**src/rtl/wts_channel_amp.sv**
```systemverilog
// wts_channel_amp: three-stage, time-multiplexed channel amplifier.
// S0 captures the sample and picks the applied volume (optionally ramped),
// S1 applies the envelope gain and S2 applies the channel volume. Both gain
// stages round toward zero, so gain never adds magnitude to a sample.
module wts_channel_amp #(
  parameter  int SW      = 8,
  parameter  int EW      = 8,
  parameter  int VW      = 4,
  parameter  int NCH     = 5,
  parameter  int RAMP_EN = 1,
  localparam int CHW     = (NCH > 1) ? $clog2(NCH) : 1
) (
  input  logic                  clk,
  input  logic                  nreset,
  input  logic                  in_valid,
  input  logic [CHW-1:0]        in_ch,
  input  logic [SW-1:0]         in_wave,
  input  logic [EW:0]           in_envelope,
  input  logic [NCH*VW-1:0]     reg_volume,
  output logic                  out_valid,
  output logic [CHW-1:0]        out_ch,
  output logic [SW-1:0]         out_wave
);

  // Product widths: signed sample times a zero-extended (non-negative) gain.
  localparam int PW = SW + EW + 1;
  localparam int QW = SW + VW + 1;

  // Envelope product scaled by 2^-EW, rounded toward zero.
  function automatic logic [SW-1:0] rtz_env(input logic signed [PW-1:0] p);
    logic signed [PW-1:0] sh;
    sh = p >>> EW;
    if (p[PW-1] && (|p[EW-1:0])) begin
      sh = sh + {{(PW-1){1'b0}}, 1'b1};
    end else begin
      sh = sh;
    end
    return SW'(sh);
  endfunction

  // Volume product scaled by 2^-VW, rounded toward zero.
  function automatic logic [SW-1:0] rtz_vol(input logic signed [QW-1:0] q);
    logic signed [QW-1:0] sh;
    sh = q >>> VW;
    if (q[QW-1] && (|q[VW-1:0])) begin
      sh = sh + {{(QW-1){1'b0}}, 1'b1};
    end else begin
      sh = sh;
    end
    return SW'(sh);
  endfunction

  // Per-channel ramp state (only meaningful when RAMP_EN != 0).
  logic [VW-1:0]  cur_vol_q [NCH];
  logic [VW-1:0]  cur_vol_d [NCH];
  logic [VW-1:0]  vol_sel_s;

  // S0 capture registers.
  logic           s0_valid_q, s0_valid_d;
  logic [CHW-1:0] s0_ch_q, s0_ch_d;
  logic [SW-1:0]  s0_wave_q, s0_wave_d;
  logic [EW:0]    s0_env_q, s0_env_d;
  logic [VW-1:0]  s0_vol_q, s0_vol_d;

  // S1 envelope-stage registers.
  logic           s1_valid_q, s1_valid_d;
  logic [CHW-1:0] s1_ch_q, s1_ch_d;
  logic [SW-1:0]  s1_e_q, s1_e_d;
  logic [VW-1:0]  s1_vol_q, s1_vol_d;

  // S2 output registers.
  logic           out_valid_q, out_valid_d;
  logic [CHW-1:0] out_ch_q, out_ch_d;
  logic [SW-1:0]  out_wave_q, out_wave_d;

  logic signed [PW-1:0] prod_env_s;
  logic signed [QW-1:0] prod_vol_s;

  // Volume select for the incoming channel and next ramp state; out-of-range channels match nothing.
  always_comb begin
    vol_sel_s = {VW{1'b0}};
    cur_vol_d = cur_vol_q;
    for (int c = 0; c < NCH; c++) begin
      if (in_ch == CHW'(c)) begin
        if (RAMP_EN != 0) begin
          vol_sel_s = cur_vol_q[c];
          if (in_valid) begin
            if (cur_vol_q[c] < reg_volume[c*VW +: VW]) begin
              cur_vol_d[c] = cur_vol_q[c] + {{(VW-1){1'b0}}, 1'b1};
            end else if (cur_vol_q[c] > reg_volume[c*VW +: VW]) begin
              cur_vol_d[c] = cur_vol_q[c] - {{(VW-1){1'b0}}, 1'b1};
            end else begin
              cur_vol_d[c] = cur_vol_q[c];
            end
          end else begin
            cur_vol_d[c] = cur_vol_q[c];
          end
        end else begin
          vol_sel_s = reg_volume[c*VW +: VW];
        end
      end else begin
        cur_vol_d[c] = cur_vol_q[c];
      end
    end
  end

  // S0 next state: valid always tracks input, data loads only on a valid sample.
  always_comb begin
    s0_valid_d = in_valid;
    s0_ch_d    = s0_ch_q;
    s0_wave_d  = s0_wave_q;
    s0_env_d   = s0_env_q;
    s0_vol_d   = s0_vol_q;
    if (in_valid) begin
      s0_ch_d   = in_ch;
      s0_wave_d = in_wave;
      s0_env_d  = in_envelope;
      s0_vol_d  = vol_sel_s;
    end else begin
      s0_ch_d   = s0_ch_q;
    end
  end

  // S1 next state: envelope gain, bypassed when the envelope MSB is set.
  always_comb begin
    prod_env_s = PW'($signed(s0_wave_q)) * PW'($signed({1'b0, s0_env_q[EW-1:0]}));
    s1_valid_d = s0_valid_q;
    s1_ch_d    = s1_ch_q;
    s1_e_d     = s1_e_q;
    s1_vol_d   = s1_vol_q;
    if (s0_valid_q) begin
      s1_ch_d  = s0_ch_q;
      s1_vol_d = s0_vol_q;
      if (s0_env_q[EW]) begin
        s1_e_d = s0_wave_q;
      end else begin
        s1_e_d = rtz_env(prod_env_s);
      end
    end else begin
      s1_ch_d = s1_ch_q;
    end
  end

  // S2 next state: channel volume gain; full scale is (2^VW-1)/2^VW, never unity.
  always_comb begin
    prod_vol_s  = QW'($signed(s1_e_q)) * QW'($signed({1'b0, s1_vol_q}));
    out_valid_d = s1_valid_q;
    out_ch_d    = out_ch_q;
    out_wave_d  = out_wave_q;
    if (s1_valid_q) begin
      out_ch_d   = s1_ch_q;
      out_wave_d = rtz_vol(prod_vol_s);
    end else begin
      out_ch_d   = out_ch_q;
    end
  end

  // Pipeline and ramp state registers; reset discards in-flight samples and ramps.
  always_ff @(posedge clk or negedge nreset) begin
    if (!nreset) begin
      for (int c = 0; c < NCH; c++) begin
        cur_vol_q[c] <= {VW{1'b0}};
      end
      s0_valid_q  <= 1'b0;
      s0_ch_q     <= {CHW{1'b0}};
      s0_wave_q   <= {SW{1'b0}};
      s0_env_q    <= {(EW+1){1'b0}};
      s0_vol_q    <= {VW{1'b0}};
      s1_valid_q  <= 1'b0;
      s1_ch_q     <= {CHW{1'b0}};
      s1_e_q      <= {SW{1'b0}};
      s1_vol_q    <= {VW{1'b0}};
      out_valid_q <= 1'b0;
      out_ch_q    <= {CHW{1'b0}};
      out_wave_q  <= {SW{1'b0}};
    end else begin
      cur_vol_q   <= cur_vol_d;
      s0_valid_q  <= s0_valid_d;
      s0_ch_q     <= s0_ch_d;
      s0_wave_q   <= s0_wave_d;
      s0_env_q    <= s0_env_d;
      s0_vol_q    <= s0_vol_d;
      s1_valid_q  <= s1_valid_d;
      s1_ch_q     <= s1_ch_d;
      s1_e_q      <= s1_e_d;
      s1_vol_q    <= s1_vol_d;
      out_valid_q <= out_valid_d;
      out_ch_q    <= out_ch_d;
      out_wave_q  <= out_wave_d;
    end
  end

  assign out_valid = out_valid_q;
  assign out_ch    = out_ch_q;
  assign out_wave  = out_wave_q;

endmodule

```
**config.mk**
```make
export PLATFORM = sky130hd
export DESIGN_NAME = wts_channel_amp
export DESIGN_NICKNAME = d
export VERILOG_FILES = /design/src/rtl/wts_channel_amp.sv
export SDC_FILE = /design/constraint.sdc
export NUM_CORES = 1
export LEC_CHECK = 0
export CORE_ASPECT_RATIO = 2
export CORE_MARGIN = 2
export CORE_UTILIZATION = 49
export CTS_CLUSTER_DIAMETER = 60
export DETAILED_ROUTE_END_ITERATION = 10
export GPL_TIMING_DRIVEN = 0
export PLACE_DENSITY = 0.67
export SETUP_SLACK_MARGIN = 0.02
export SLEW_MARGIN = 10
export SYNTH_ARGS = -nofsm -noshare
export SYNTH_HDL_FRONTEND = slang
export SYNTH_SLANG_ARGS = --single-unit
export TNS_END_PERCENT = 10
```
**constraint.sdc**
```tcl
create_clock -name clk -period 6.7 [get_ports clk]
set_clock_uncertainty 0.05 [all_clocks]
set_input_delay 1.34 -clock clk [delete_from_list [all_inputs] [get_ports clk]]
set_output_delay 1.34 -clock clk [all_outputs]
set_load 0.01 [all_outputs]
```
* Word level (Yosys, flattened, before mapping)
Cells that the tools add are included.
** Storage, ports and cells
- Bits in registers :: 73
- Input bits :: 43
- Output and inout port bits :: 12
- Word-level logic and storage cells :: 78
** Cells by class
- Add/subtract/negate cells :: 12
- Multiply operators :: 2
- Order comparisons :: 10
- Equal/unequal tests :: 4
- Multiplexer cells :: 18
- Reductions and logical operators :: 15
** Operators with widths (number)
- two-way mux 4 bit :: 15
- two-way mux 8 bit :: 3
- adder 4 x 1 -> 4 bit (second input constant) :: 5
- > comparator 4 bit :: 5
- less-than comparator 4 bit :: 5
- subtractor 4 x 1 -> 4 bit (second input constant) :: 5
- multiplier 8 x 9 -> 17 bit :: 1
- adder 8 x 2 -> 8 bit (second input constant) :: 2
- AND reduction 3 bit :: 5
- multiplier 8 x 5 -> 13 bit :: 1
- nonzero test 2 bit :: 5
- OR reduction 8 bit :: 1
- equality test 3 x 2 -> 1 bit (second input constant) :: 2
- OR reduction 4 bit :: 1
- equality test 3 x 1 -> 1 bit (second input constant) :: 1
- equality test 3 bit (second input constant) :: 1
- logical NOT 3 bit :: 1
- logical AND 1 bit :: 2

* Logic depth before layout (Yosys ltp)
Gate-level depths: netlist of the first run.
- Depth after elaboration :: 6
- Gate-level depth with buffers :: 22
- Mapped depth without buffers :: 20

* Worst setup path before layout of the first run
Ideal clock, no wire load.
- Kind :: register to register
- From :: register s0_wave_q[7]
- To :: register s1_e_q[4]
- Library setup time :: 95 ps
- Data arrival time :: 4765 ps
- Required time :: 6555 ps
- Setup slack :: 1790 ps
- Stages on the path, launching flop included :: 19
- Path buffers :: 2
- Clock period less this slack :: 4910 ps
- Cell sequence :: dfrtp_1 -> clkinv_1 -> nor2_1 -> fa_1 -> fa_1 -> fa_1 -> inv_1 -> fa_1 -> inv_1 -> ha_1 -> clkbuf_1 -> o211ai_1 -> a21oi_1 -> o21ai_1 -> mux2_2 -> and3_1 -> clkbuf_1 -> and4_1 -> o31ai_1
** On the way
- Cells in the longest elaborated chain, start to end :: 5
- Elaborated cells between the ends (all ways) :: 6
- Classes of those cells :: add/sub: 1; mul: 1; mux: 2; reduce/logical: 2
** Ends and longest elaborated chain
- start: declaration :: RTL line 61 : logic [SW-1:0] s0_wave_q, s0_wave_d;
- start signal: assignment :: RTL line 166 : s0_wave_q <= {SW{1'b0}};
- start signal: assignment :: RTL line 180 : s0_wave_q <= s0_wave_d;
- multiplier 8 x 9 -> 17 bit (*) :: RTL line 126 : prod_env_s = PW'($signed(s0_wave_q)) * PW'($signed({1'b0, s0_env_q[EW-1:0]}));
- parallel branches: the longest is 2 deep, another holds adder 8 x 2 -> 8 bit
- two-way mux 8 bit (*) :: RTL line 33 : if (p[PW-1] && (|p[EW-1:0])) begin
- two-way mux 8 bit (*) :: RTL line 134 : if (s0_env_q[EW]) begin
- end signal: assignment :: RTL line 171 : s1_e_q <= {SW{1'b0}};
- end: declaration :: RTL line 68 : logic [SW-1:0] s1_e_q, s1_e_d;
Mark *: on every way between the ends.
A chain may end at the register's enable or synchronous reset.

* Worst setup path in the final report of the first run
Same ends and word-level chain as after synthesis.

==> results of run 1 <==
critical path: stages (launching register included):
cell and delay (ns):
dfrtp_1 0.51, clkinv_1 0.33, nor2_1 0.25, fa_1 0.46, fa_1 0.52, fa_1 0.54, inv_1 0.06, fa_1 0.53
inv_1 0.04, ha_1 0.28, clkbuf_1 0.19, o211ai_1 0.26, a21oi_1 0.10, o21ai_1 0.16, mux2_2 0.42, and3_1 0.17
clkbuf_1 0.17, and4_1 0.22, o31ai_1 0.18
Yosys cell counts, types with 4 or more instances:
cell type | count | share of area [%]
inv_1 | 126 | 6.0
ha_1 | 99 | 16
dfrtp_1 | 73 | 23
and2_1 | 64 | 5.1
fa_1 | 59 | 15
nand2_1 | 56 | 2.7
mux2_2 | 35 | 5.0
a21oi_1 | 32 | 2.0
xnor2_1 | 31 | 3.5
nor2_1 | 30 | 1.4
o21ai_0 | 27 | 1.7
clkbuf_1 | 23 | 1.1
a21o_1 | 14 | 1.3
a31oi_1 | 13 | 1.0
nand3_1 | 13 | 0.83
xor2_1 | 13 | 1.4
nor2b_1 | 11 | 0.87
nand2b_1 | 8 | 0.64
and3_1 | 7 | 0.56
o21a_1 | 7 | 0.67
nor3_1 | 6 | 0.38
o211ai_1 | 6 | 0.57
mux2i_1 | 5 | 0.64
nand4_1 | 5 | 0.40
o221ai_1 | 5 | 0.56
a211oi_1 | 4 | 0.38
a22oi_1 | 4 | 0.38
o31ai_1 | 4 | 0.38
or3_1 | 4 | 0.32
sequential cells by signal (all words and copies together) (netlist names):
name	cells
cur_vol_q	20
s0_env_q	9
out_wave	8
s0_wave_q	8
s1_e_q	8
s0_vol_q	4
s1_vol_q	4
out_ch	3
s0_ch_q	3
s1_ch_q	3
out_valid	1
out_valid_d	1
s0_valid_q	1
cell families (layout without fill, tap and decap cells):
group,Yosys count,after routing
compound gates,153,153
xor+xnor,45,45
fa+ha+maj,158,158
buf+inv,152,222
flops,73,73
mux,40,40
simple gates,219,219
final timing paths:
kind,endpoint,cells past startpoint,start
max reg2reg,s1_e_q[4],18,s0_wave_q[7]
min in group asynchronous,cur_vol_q[1],1,nreset
max in group asynchronous,s0_wave_q[0],2,nreset
max,s1_e_q[4],18,s0_wave_q[7]
min,out_valid,0,out_valid_d
min reg2reg,out_valid,0,out_valid_d
final cells by class:
class / instances / area (um2) / area share [%]
multi-input combinational: 615 / 5460 / 61.0
sequential: 73 / 1830 / 20.4
timing repair buffer: 54 / 556 / 6.21
inverter: 127 / 477 / 5.33
tap: 201 / 251 / 2.81
clock buffer: 11 / 233 / 2.60
buffer: 25 / 103 / 1.15
clock inverter: 5 / 40.0 / 0.447
layer usage:
metal,up-vias,track usage [%],routed length [um]
met3,30,2.14,248
met4,0,6.61,393
met5,-,0,0
met1,2959,21.7,6330
met2,77,43.4,9880
li1,2961,-,-
through the flow:
step	utilization [%]	cell area (um2)	instances	setup slack [ns]
3_5_place_dp	55.0	8670	1095	1.15
4_1_cts	56.7	8950	1111	1.13
3_3_place_gp	54.8	8650	1094	1.19
6_report	56.7	8950	1111	1.14
2_1_floorplan	-	7870	840	1.79
5_1_grt	56.7	8950	1111	0.861
==> metrics.md, run 1 <==
| Metric | Value |
|---|---|
| Status | complete, no violations |
| Ant diodes | 0 |
| Final nets | approximately 1100 |
| CTS Buf Count | 9 |
| Hold Violations, Final | 0 |
| Die ar. | 0.0171 mm2 |
| Most frequent cells in the layout | inv_1 (126), ha_1 (99), dfrtp_1 (73) |
| Num ports | 55 |
| Via count | roughly 6000 |
| Final hold slack | between 0.3 and 0.4 ns |
| Flops & latches, synth | 73 |
| Vias in the first global route | 6345 |
| GRT Overall Usage | between 20% and 30% |
| Wire per inst | 15.2 um |
| Largest net degree at the start of global routing | 58 |
| Ys async rst share | 100% |
| WL final | around 17000 um |
| Synthesis Warnings | 0 |
| Post-CTS Hold Buffers | 0 |
| Vias/cell | between 5 and 6 |
| Clock slew at reported path FFs | around 0.060 ns |
| # setup viols final | 0 |
| Worst hold path class | flip-flop to flip-flop |
| Commonest non-fill, non-tap cell in the layout | inv_1 |
| Die height | around 180 um |
| Max Fclk | 180 MHz |
| Relative slew slack | between 30% and 40% |
| Largest family of logic cells by synthesized area | adder cells |
| Detailed-route DRC error count | 0 |
| # H-tree levels | 3 |
| Area grow syn2layout | 13.7% |
| Crit. End Element | flip-flop |
| Max Cap Viol | 0 |
| First-pass detailed-route iteration total | 4 |
| Core box area | 0.0158 mm2 |
| CTS resizes | 0 |
| Critical path required time | 6.89 ns |
| CTS tree | built |
| Top FF cell, synth | dfrtp_1 |
| Cell variety after synth | between 60 and 70 |
| Worst setup SP type | flip-flop |
| Antenna viol nets, final | 0 |
| RSZ-0062 raised after global routing | false |
| Avg Cell Area, Syn | between 9 and 10 um2 |
| Fin crit share | approximately 83% |
| Synthesized net count | 1041 |
| Initial DRC Count | about 180 |
| Cells after Synth | between 800 and 900 |
| Setup TNS | 0 ns |
| Post-layout min period | 5.56 ns |
| Seq/Total Area, Yosys | between 20% and 30% |
| Setup CP Type | flip-flop to flip-flop |
| Clk buf depth | 2 |
| First-pass GRT wire length | 29100 um |
| GP Congestion | between 0.8 and 0.9 |
| IO Port Bufs | 53 |
| Clock tree root buffer cell | clkbuf_16 |
| Die width | between 90 and 100 um |
| FF-to-FF setup slack | ~1.1 ns |
| GRT overflow | 0 |
| DP Wirelength | 14000 um |
| Share of cells above drive strength 1 | 6.81% |
| Least-Margin Pin Slew | 0.913 ns |
| Worst-path fanout max | 8 |
| Fill count | ~1500 |
| Total clock sinks | 73 |
| Post-synthesis xor/xnor area fraction | 5.10% |
| Cell Area, Synth | 0.00787 mm2 |
| Starting density of the core | 49.9% |
| Count of flip-flops with a built-in enable after synthesis | 0 |
| Postcts setup bufs | 0 |
| Initial antenna violation count | 0 |
| Post-Synth Adder-Cell Area | between 30% and 40% |
| Multiplexer share of the synthesized area | roughly 5.6% |
| Clk Latency, worst-skew pair | roughly 0.34 ns |
| FP Rows | between 60 and 70 |
| Max Slew Vio Count | 0 |
| CP Data Arrival Time | around 5.8 ns |
| Synth Area in Compound Gates | a little over an eighth |
| Simple-gate share of the synthesized area | 14.6% |
Power of run 1 is left out: the tool's default activity adds up to more than one toggle a clock period on the data nets, which glitch-free logic cannot reach.
==> inputs of run 2 (changes only) <==
==> constraint.sdc (replaced) <==
create_clock -name clk -period 5.8 [get_ports clk]
set_clock_uncertainty 0.05 [all_clocks]
set_input_delay 1.16 -clock clk [delete_from_list [all_inputs] [get_ports clk]]
set_output_delay 1.16 -clock clk [all_outputs]
set_load 0.01 [all_outputs]
==> metrics.md, run 2 (same netlist as run 1, synthesis figures left out) <==
| Metric | Value |
|---|---|
| Clock slew at reported path FFs | approximately 0.060 ns |
| FF-to-FF setup slack | 0.34 ns |
| # H-tree levels | 3 |
| Total clock sinks | 73 |
| Hold Violations, Final | 0 |
| Reg2Reg Depth | 18 |
| R2R Path End | s1_e_q[4] |
| Max Cap Viol | 0 |
| GP Congestion | 0.893 |
| CP Data Arrival Time | between 5 and 6 ns |
| Hold_sp | out_valid_d |
| Worst-path fanout max | 8 |
| Critical path required time | 5.99 ns |
| Crit. End Element | flip-flop |
| Share of cells above drive strength 1 | under 10% |
| Top Registers | cur_vol_q x20, s0_env_q x9 |
| Post-DP Area | slightly below 0.009 mm2 |
| Clk Latency, worst-skew pair | roughly 0.34 ns |
| First-pass GRT wire length | slightly below 30000 um |
| Worst hold path class | flip-flop to flip-flop |
| Initial DRC Count | between 150 and 200 |
| Fill count | approximately 1500 |
| WL final | 16900 um |
| Core box area | 0.0158 mm2 |
| FF-to-FF Start | s0_wave_q[7] |
| Setup CP Type | flip-flop to flip-flop |
| IO Port Bufs | between 50 and 60 |
| Multi-input gate area | 0.00546 mm2 |
| Fin crit share | approximately 94% |
| Commonest non-fill, non-tap cell in the layout | inv_1 |
| Biggest register | cur_vol_q |
| Clk buf depth | 2 |
| Detailed-route DRC error count | 0 |
| GRT overflow | 0 |
| Largest net degree at the start of global routing | between 50 and 60 |
| Max Slew Vio Count | 0 |
| Clock tree root buffer cell | clkbuf_16 |
| Most frequent cells in the layout | inv_1 (126), ha_1 (99), dfrtp_1 (73) |
| Hold depth | 0 |
| # setup viols final | 0 |
| Num ports | 55 |
| Die ar. | ~0.017 mm2 |
| Area grow syn2layout | 14.0% |
| Die height | 183 um |
| Vias/cell | about 5.4 |
| Relative slew slack | a little under two fifths |
| Starting density of the core | around half |
| RSZ-0062 raised after global routing | false |
| Max reg flops | 20 |
| CTS tree | built |
| DP Wirelength | approximately 14000 um |
| GRT Overall Usage | around a fifth |
| Post-CTS Hold Buffers | 0 |
| Least-Margin Pin Slew | between 0.9 and 1 ns |
| Ant diodes | 0 |
| Non-Filler Instances | approximately 1100 |
| Vias in the first global route | roughly 6300 |
| WHS Endpoint | out_valid |
| Post-layout min period | around 5.5 ns |
| Setup TNS | 0 ns |
| Register area | roughly 0.0018 mm2 |
| First-pass detailed-route iteration total | 4 |
| CTS Buf Count | 9 |
| Status | complete, no violations |
| Antenna viol nets, final | 0 |
| Fin area | 0.00897 mm2 |
| Die width | around 94 um |
| FP Rows | 65 |
| Via count | between 6000 and 7000 |
| Final nets | ~1100 |
| Worst setup SP type | flip-flop |
| Placed Instances | around 1100 |
| Wire per inst | approximately 15 um |
| Max Fclk | ~180 MHz |
| Initial antenna violation count | 0 |
## run 2: cell count changes in the layout (fill, tap and decap cells not counted)
| cell | before | now |
|---|---|---|
| clkinvlp_4 | 0 | 1 |
| o21ai_1 | 3 | 4 |
| o21ai_0 | 27 | 26 |
| clkinv_1 | 1 | 0 |
| buf_4 | 1 | 3 |
## run 2: metrics by stage
stage / hold slack, ns / utilization (%) / setup slack, ns
floorplan: 0.302 / - / 0.890
global placement: 0.305 / 54.8 / 0.292
detailed placement: 0.308 / 55.0 / 0.254
CTS: 0.329 / 56.7 / 0.230
global route: 0.345 / 56.8 / 0.0563
finish: 0.335 / 56.8 / 0.338
## run 2: critical path: stages, from the launching register on
cell	delay, ns
dfrtp_1	0.54
clkinvlp_4	0.26
nor2_1	0.21
fa_1	0.45
fa_1	0.53
fa_1	0.54
inv_1	0.06
fa_1	0.53
inv_1	0.04
ha_1	0.28
clkbuf_1	0.19
o211ai_1	0.26
a21oi_1	0.10
o21ai_1	0.16
mux2_2	0.42
and3_1	0.17
clkbuf_1	0.17
and4_1	0.22
o31ai_1	0.18
## run 2: final cells by class
type,count,share of cell area [%]
sequential,73,20.4
clock inverter,5,0.447
tap,201,2.80
inverter,127,5.36
clock buffer,11,2.60
buffer,25,1.14
timing repair buffer,56,6.36
multi-input combinational,615,60.9
## run 2: worst max path at each step
stage | end | slack [ns] | startpoint
after floorplan | s1_e_q[4] | 0.89 | s0_wave_q[7]
after global placement | s1_e_q[4] | 0.29 | s0_wave_q[7]
after detailed placement | s1_e_q[4] | 0.25 | s0_wave_q[7]
after CTS | s1_e_q[4] | 0.23 | s0_wave_q[7]
after global routing | s1_e_q[4] | 0.06 | s0_wave_q[7]
final | s1_e_q[4] | 0.34 | s0_wave_q[7]
## run 2: layer usage
layer | GRT usage (%) | vias up | routed length [um]
met2 | 43.4 | 76 | 9890
met5 | 0 | - | 0
met1 | 21.7 | 2974 | 6320
met4 | 6.61 | 0 | 356
met3 | 2.14 | 27 | 292
li1 | - | 2968 | -
## run 2: what timing repair did
| action | CTS | global route |
|---|---|---|
| setup buffers | 0 | 2 |
| endpoints found under the setup margin | 0 | 3 |
| gates resized for setup | 0 | 2 |
Power of run 2 is left out for the same reason.
